--- src/rtl/mem_bus_arbiter_pkg.sv ---
// Shared constants for the main-memory port arbiter: sizes, FSM encodings and
// owner bit positions used by the top and the priority selector.
package mem_bus_arbiter_pkg;
  localparam int WORD_SIZE   = 16;
  localparam int BLOCK_WORDS = 4;
  localparam int IDX_W       = $clog2(BLOCK_WORDS);

  localparam logic [1:0] ST_IDLE = 2'd0;
  localparam logic [1:0] ST_XFER = 2'd1;
  localparam logic [1:0] ST_DONE = 2'd2;

  // Owners are carried one-hot; these are the bit positions.
  localparam int OWN_I   = 0;
  localparam int OWN_D   = 1;
  localparam int OWN_DMA = 2;
  localparam int NUM_OWN = 3;

  typedef logic [NUM_OWN-1:0] owner_t;

  typedef struct packed {
    owner_t owner;
    logic   we;
  } ctx_t;
endpackage

--- src/rtl/mem_bus_arbiter_if.sv ---
// Word-level handshake between the arbiter (master) and main memory (slave).
interface mem_bus_arbiter_if #(parameter int WORD_SIZE = 16);
  logic                 mem_req;
  logic                 mem_we;
  logic [WORD_SIZE-1:0] mem_addr;
  logic [WORD_SIZE-1:0] mem_wdata;
  logic                 mem_ack;
  logic [WORD_SIZE-1:0] mem_rdata;

  modport master (output mem_req, mem_we, mem_addr, mem_wdata,
                  input  mem_ack, mem_rdata);
  modport slave  (input  mem_req, mem_we, mem_addr, mem_wdata,
                  output mem_ack, mem_rdata);
endinterface

--- src/rtl/mem_bus_arbiter_bus_priority_sel.sv ---
// Combinational winner pick: D beats I on the CPU side; DMA and CPU alternate
// through lastDma when both are asking.
module bus_priority_sel import mem_bus_arbiter_pkg::*; (
  input  logic   iReq,
  input  logic   dReq,
  input  logic   dmaBr,
  input  logic   lastDma,
  output owner_t grant
);
  owner_t cpuOwn;

  always_comb begin
    cpuOwn = '0;
    if (dReq)      cpuOwn[OWN_D] = 1'b1;
    else if (iReq) cpuOwn[OWN_I] = 1'b1;

    grant = cpuOwn;
    // A lone DMA request always wins; on contention DMA wins only after a CPU block.
    if (dmaBr && (cpuOwn == '0 || !lastDma)) begin
      grant          = '0;
      grant[OWN_DMA] = 1'b1;
    end
  end
endmodule

--- src/rtl/mem_bus_arbiter.sv ---
// Owns the shared main-memory port: arbitrates I-fill, D-fill/writeback and DMA,
// then walks one BLOCK_WORDS block word by word over the req/ack handshake.
module mem_bus_arbiter import mem_bus_arbiter_pkg::*; #(
  parameter int WORD_SIZE   = mem_bus_arbiter_pkg::WORD_SIZE,
  parameter int BLOCK_WORDS = mem_bus_arbiter_pkg::BLOCK_WORDS,
  parameter int IDX_W       = mem_bus_arbiter_pkg::IDX_W
) (
  input  logic                 clk,
  input  logic                 Reset_N,

  input  logic                 i_req,
  input  logic [WORD_SIZE-1:0] i_addr,
  output logic                 i_rvalid,
  output logic                 i_done,

  input  logic                 d_req,
  input  logic                 d_we,
  input  logic [WORD_SIZE-1:0] d_addr,
  input  logic [WORD_SIZE-1:0] d_wdata,
  output logic                 d_rvalid,
  output logic                 d_done,

  input  logic                 dma_br,
  input  logic [WORD_SIZE-1:0] dma_addr,
  input  logic [WORD_SIZE-1:0] dma_wdata,
  output logic                 dma_bg,
  output logic                 dma_done,

  output logic [IDX_W-1:0]     word_idx,
  output logic [IDX_W-1:0]     rdata_idx,
  output logic [WORD_SIZE-1:0] rdata,
  output logic                 busy,

  mem_bus_arbiter_if.master    mem
);
  logic [1:0]           state;
  ctx_t                 ctx;
  logic [WORD_SIZE-1:0] base;
  logic [IDX_W-1:0]     wordIdx;
  logic                 lastDma;
  owner_t               grant;
  owner_t               rdVld;
  logic                 xfer;
  logic                 done;
  logic                 wordAck;
  logic                 rdAck;
  logic                 lastWord;
  logic [WORD_SIZE-1:0] grantAddr;

  bus_priority_sel uSel (
    .iReq    (i_req),
    .dReq    (d_req),
    .dmaBr   (dma_br),
    .lastDma (lastDma),
    .grant   (grant)
  );

  assign xfer     = (state == ST_XFER);
  assign done     = (state == ST_DONE);
  assign wordAck  = xfer & mem.mem_ack;
  assign rdAck    = wordAck & ~ctx.we;
  assign lastWord = (wordIdx == IDX_W'(BLOCK_WORDS - 1));

  always_comb begin
    grantAddr = i_addr;
    if (grant[OWN_D])   grantAddr = d_addr;
    if (grant[OWN_DMA]) grantAddr = dma_addr;
  end

  always_ff @(posedge clk) begin
    if (!Reset_N) begin
      state   <= ST_IDLE;
      ctx     <= '0;
      base    <= '0;
      wordIdx <= '0;
      lastDma <= 1'b0;
    end else begin
      case (state)
        ST_IDLE: begin
          if (grant != '0) begin
            ctx.owner <= grant;
            ctx.we    <= grant[OWN_D] ? d_we : grant[OWN_DMA];
            base      <= grantAddr & ~WORD_SIZE'(BLOCK_WORDS - 1);
            wordIdx   <= '0;
            state     <= ST_XFER;
          end
        end
        ST_XFER: begin
          if (mem.mem_ack) begin
            wordIdx <= wordIdx + 1'b1;
            if (lastWord) state <= ST_DONE;
          end
        end
        ST_DONE: begin
          lastDma <= ctx.owner[OWN_DMA];
          wordIdx <= '0;
          state   <= ST_IDLE;
        end
        default: state <= ST_IDLE;
      endcase
    end
  end

  // Read return is one cycle behind the ack; rdata_idx keeps the word it belongs to.
  always_ff @(posedge clk) begin
    if (!Reset_N) begin
      rdVld     <= '0;
      rdata     <= '0;
      rdata_idx <= '0;
    end else begin
      rdVld <= rdAck ? ctx.owner : '0;
      if (rdAck) begin
        rdata     <= mem.mem_rdata;
        rdata_idx <= wordIdx;
      end
    end
  end

  always_comb begin
    mem.mem_wdata = '0;
    if (xfer && ctx.owner[OWN_D])   mem.mem_wdata = d_wdata;
    if (xfer && ctx.owner[OWN_DMA]) mem.mem_wdata = dma_wdata;
  end

  assign mem.mem_req  = xfer;
  assign mem.mem_we   = xfer & ctx.we;
  assign mem.mem_addr = xfer ? (base | WORD_SIZE'(wordIdx)) : '0;

  assign busy     = (state != ST_IDLE);
  assign word_idx = wordIdx;
  assign i_rvalid = rdVld[OWN_I];
  assign d_rvalid = rdVld[OWN_D];
  assign i_done   = done & ctx.owner[OWN_I];
  assign d_done   = done & ctx.owner[OWN_D];
  assign dma_done = done & ctx.owner[OWN_DMA];
  assign dma_bg   = busy & ctx.owner[OWN_DMA];
endmodule

--- src/flat_wrapper.sv ---
// flat-port wrapper written by rule: the top's interface ports become plain ports
module mem_bus_arbiter_flat import mem_bus_arbiter_pkg::*;
#(
  parameter int WORD_SIZE   = mem_bus_arbiter_pkg::WORD_SIZE,
  parameter int BLOCK_WORDS = mem_bus_arbiter_pkg::BLOCK_WORDS,
  parameter int IDX_W       = mem_bus_arbiter_pkg::IDX_W
)
  (clk, Reset_N, i_req, i_addr, i_rvalid, i_done, d_req, d_we, d_addr, d_wdata, d_rvalid, d_done, dma_br, dma_addr, dma_wdata, dma_bg, dma_done, word_idx, rdata_idx, rdata, busy, mem_mem_req, mem_mem_we, mem_mem_addr, mem_mem_wdata, mem_mem_ack, mem_mem_rdata);
  mem_bus_arbiter_if #(.WORD_SIZE(WORD_SIZE)) mem_i ();
  input  logic clk;
  input  logic Reset_N;
  input  logic i_req;
  input  logic [WORD_SIZE-1:0] i_addr;
  output logic i_rvalid;
  output logic i_done;
  input  logic d_req;
  input  logic d_we;
  input  logic [WORD_SIZE-1:0] d_addr;
  input  logic [WORD_SIZE-1:0] d_wdata;
  output logic d_rvalid;
  output logic d_done;
  input  logic dma_br;
  input  logic [WORD_SIZE-1:0] dma_addr;
  input  logic [WORD_SIZE-1:0] dma_wdata;
  output logic dma_bg;
  output logic dma_done;
  output logic [IDX_W-1:0] word_idx;
  output logic [IDX_W-1:0] rdata_idx;
  output logic [WORD_SIZE-1:0] rdata;
  output logic busy;
  output wire logic [$bits(mem_i.mem_req)-1:0] mem_mem_req;
  output wire logic [$bits(mem_i.mem_we)-1:0] mem_mem_we;
  output wire logic [$bits(mem_i.mem_addr)-1:0] mem_mem_addr;
  output wire logic [$bits(mem_i.mem_wdata)-1:0] mem_mem_wdata;
  input wire logic [$bits(mem_i.mem_ack)-1:0] mem_mem_ack;
  input wire logic [$bits(mem_i.mem_rdata)-1:0] mem_mem_rdata;
  assign mem_mem_req = mem_i.mem_req;
  assign mem_mem_we = mem_i.mem_we;
  assign mem_mem_addr = mem_i.mem_addr;
  assign mem_mem_wdata = mem_i.mem_wdata;
  assign mem_i.mem_ack = mem_mem_ack;
  assign mem_i.mem_rdata = mem_mem_rdata;
  mem_bus_arbiter #(.WORD_SIZE(WORD_SIZE), .BLOCK_WORDS(BLOCK_WORDS), .IDX_W(IDX_W)) u_core (.clk(clk), .Reset_N(Reset_N), .i_req(i_req), .i_addr(i_addr), .i_rvalid(i_rvalid), .i_done(i_done), .d_req(d_req), .d_we(d_we), .d_addr(d_addr), .d_wdata(d_wdata), .d_rvalid(d_rvalid), .d_done(d_done), .dma_br(dma_br), .dma_addr(dma_addr), .dma_wdata(dma_wdata), .dma_bg(dma_bg), .dma_done(dma_done), .word_idx(word_idx), .rdata_idx(rdata_idx), .rdata(rdata), .busy(busy), .mem(mem_i));
endmodule
--- config.mk ---
export PLATFORM = sky130hd
export DESIGN_NAME = mem_bus_arbiter_flat
export DESIGN_NICKNAME = d
export VERILOG_FILES = /design/src/rtl/mem_bus_arbiter_pkg.sv /design/src/rtl/mem_bus_arbiter_if.sv /design/src/rtl/mem_bus_arbiter_bus_priority_sel.sv /design/src/rtl/mem_bus_arbiter.sv /design/src/flat_wrapper.sv
export SDC_FILE = /design/constraint.sdc
export NUM_CORES = 1
export LEC_CHECK = 0
export CAP_MARGIN = 20
export CORE_ASPECT_RATIO = 1.2
export CORE_UTILIZATION = 34
export DETAILED_ROUTE_END_ITERATION = 10
export HOLD_SLACK_MARGIN = 0.02
export PLACE_DENSITY = 0.79
export SETUP_SLACK_MARGIN = 0.2
export SYNTH_ARGS = -nofsm -noshare
export SYNTH_HDL_FRONTEND = slang
export SYNTH_HIERARCHICAL = 1
export SYNTH_SLANG_ARGS = --single-unit
--- constraint.sdc ---
create_clock -name clk -period 1.85 [get_ports clk]
set_input_delay 0.185 -clock clk [delete_from_list [all_inputs] [get_ports clk]]
set_output_delay 0.185 -clock clk [all_outputs]
set_load 0.02 [all_outputs]
==> results_dict.tcl <==
set metrics [dict create \
    wl_per_cell_microns 13.6 \
    synth_area_per_cell_sq_um 8.37 \
    yosysWarnings 6 \
    antenna_found_initial 0 \
    vias 2516 \
    synthDistinctLibCells 32 \
    cp_max_fo 12 \
    cts_buffer_depth 2 \
    track_usage 0.200 \
    startpoint_type "register" \
    finalCriticalPeriod_ns 1.80 \
    async_flop_share 0 \
    clkSlewWorstSetupHoldPaths_ns 0.08 \
    hold_class "input pin to register" \
    cts_buffers 5 \
    setup_violations 0 \
    clock_sinks 43 \
    antenna_left 0 \
    p_leak_uw 0.00168 \
    antennaDiodeCount 0 \
    numPortBuffers 157 \
    critPathKind "register to primary output" \
    seq_area_frac_synth 0.388 \
    grt_max_degree 29 \
    layout-drive-gt1-share 0.197 \
    synth_fp_nets 372 \
    p_comb_frac 0.434 \
    gp_congestion 0.710 \
    dr.pass1.iters 4 \
    fp-row-count 31 \
    initial_utilization 0.360 \
    htreeDepth 2 \
    pwr-share-seq 0.368 \
    tightest_slew_ns 0.327 \
    holdWs_ns 0.443 \
    insertion_delay_ns 0.29 \
    max-vdd-ir-drop_uv 342 \
    io_pins 164 \
    grt_pass1_vias 2422 \
    nets 539 \
    mostFrequentLayoutCells "clkdlybuf4s50_1, nand2_1, dfxtp_1" \
    switchingPower_uw 1000 \
    netlist_area_sq_mm 0.00222 \
    setup_slack_ns 0.0463 \
    drt_iter0_drc 52 \
    maxCapViolCount 0 \
    clockPowerShare 0.198 \
    endpoint_kind "primary output" \
    grt_overflow 0 \
    slew_headroom 0.782 \
    drv_slew 0 \
    die_x_microns 75.7 \
    crit_required_ns 1.66 \
    status "completed" \
    die_area_sq_mm 0.00685 \
    avgViaCountPerCell 4.89 \
    drc_errors 0 \
    die_y_microns 90.5 \
    rsz0062_at_grt "true" \
    hold_viol_final 0 \
    fill_cells 512 \
    grt_pass1_wl_microns 10600 \
    p_int_uw 2040 \
    fmax_ghz 0.554 \
    drt_wl_total_microns 7000 \
    period_share 0.975 \
    synth_ff_type "dfxtp_1" \
    switching_share 0.330 \
    area_growth_pct 88.6 \
    cts_root_buffer "clkbuf_8" \
    critPathArrivalTime_ns 1.62 \
    ys_seq_elements 43 \
    synth-edff-count 0 \
    skew_ns 0.00696 \
    synthCells 265 \
    powerDensity_mw_per_mm2 728 \
    tritoncts "yes" \
    detailedPlace.worstSlack_ns -0.281 \
    hpwl_microns 5500 \
    layout_commonest_cell "clkdlybuf4s50_1" \
    core_sq_mm 0.00617 \
]
## path summary, 6_finish.rpt
check | startpoint | end | slack, ns | depth (start not counted)
worst max-delay path | u_core/state[1]$_SDFFE_PN0P_ | mem_mem_wdata[10] | 0.05 | 7
worst min-delay path | mem_mem_rdata[12] | u_core/rdata[12]$_SDFFE_PN0P_ | 0.44 | 3
worst max register to register | u_core/lastDma$_SDFFE_PN0N_ | u_core/word_idx[0]$_SDFFE_PN0P_ | 0.34 | 6
worst min register to register | u_core/rdata[6]$_SDFFE_PN0P_ | u_core/rdata[6]$_SDFFE_PN0P_ | 0.45 | 2
## final cells by class
| cell class | count | area [sq um] | share of cell area |
|---|---|---|---|
| clock inverter | 1 | 5.00 | 0.00120 |
| clock buffer | 6 | 82.6 | 0.0197 |
| sequential | 43 | 865 | 0.207 |
| inverter | 6 | 22.5 | 0.00539 |
| tap | 82 | 103 | 0.0245 |
| timing repair buffer | 181 | 1810 | 0.433 |
| multi-input combinational | 195 | 1290 | 0.309 |
## registers in the layout, summed over array words and instances, names as in the netlist
name              flops
u_core/rdata_idx      2
u_core/lastDma        1
u_core/ctx            4
u_core/rdVld          2
u_core/word_idx       2
u_core/state          2
u_core/base          14
u_core/rdata         16
## Yosys cell counts, types with 2 or more instances
library cell,instances,share of area
nor2_1,5,0.0085
a21oi_1,23,0.052
buf_4,2,0.0068
and3_1,3,0.0085
dfxtp_1,43,0.39
ha_1,4,0.023
a22oi_1,2,0.0068
and3b_1,2,0.0079
buf_2,6,0.014
o21ai_0,14,0.032
mux2i_1,16,0.072
nand3b_1,2,0.0068
inv_1,5,0.0085
nand2_1,54,0.091
clkbuf_1,12,0.020
nor2b_1,2,0.0056
and2_1,23,0.065
o21ai_1,3,0.0068
a22o_1,30,0.12
a21o_1,2,0.0068
## repair_timing
item | CTS | global route
hold buffers | 0 | 0
pin swaps | 0 | 8
resized for setup | 138 | 38
setup endpoints to repair | 54 | 50
setup buffers | 4 | 0
## cell families (layout without fill, tap and decap cells)
group / after synthesis / count (layout) / share of synthesized area
AND/OR/NAND/NOR: 96 / 96 / 0.215
AO/OA/AOI/OAI: 79 / 79 / 0.246
flip-flops: 43 / 43 / 0.388
buffers and inverters: 27 / 194 / 0.0559
multiplexers: 16 / 16 / 0.0722
adder cells (fa/ha/maj): 4 / 4 / 0.0226
## power groups by stage
stage / clock, uW / sequential [uW] / combinational, uW
after floorplan: 0 / 1160 / 641
after global placement: 0 / 1130 / 1260
after detailed placement: 0 / 1140 / 1280
after CTS: 624 / 1120 / 1260
after global routing: 661 / 1140 / 1440
final: 604 / 1120 / 1320
## worst max-delay path, cell delays in order, from the launching register on
cell and delay [ns]:
dfxtp_2 0.33, inv_2 0.05, ha_4 0.15, and3b_2 0.21, buf_12 0.14, buf_4 0.13, a22o_1 0.19, buf_6 0.13
## layer usage
metal	part of all wire	vias to the layer above	wire length [microns]	GRT usage
li1	-	1245	-	-
met1	0.35	1145	2450	0.194
met2	0.54	121	3750	0.396
met3	0.11	5	742	0.0569
met4	0.0077	0	54	0.0417
met5	0	-	0	0
## per-stage QoR
| stage | std cells | area (sq um) | utilization | total power (uW) | setup TNS [ns] |
|---|---|---|---|---|---|
| after detailed placement | 503 | 3980 | 0.645 | 2410 | -5.93 |
| after global routing | 514 | 4180 | 0.678 | 3240 | -0.00698 |
| after global placement | 503 | 3980 | 0.645 | 2390 | -4.15 |
| final | 514 | 4180 | 0.678 | 3050 | 0 |
| after CTS | 514 | 4070 | 0.660 | 3010 | 0 |
| after floorplan | 265 | 2230 | - | 1800 | 0 |
(Power assumes the default switching activity.)
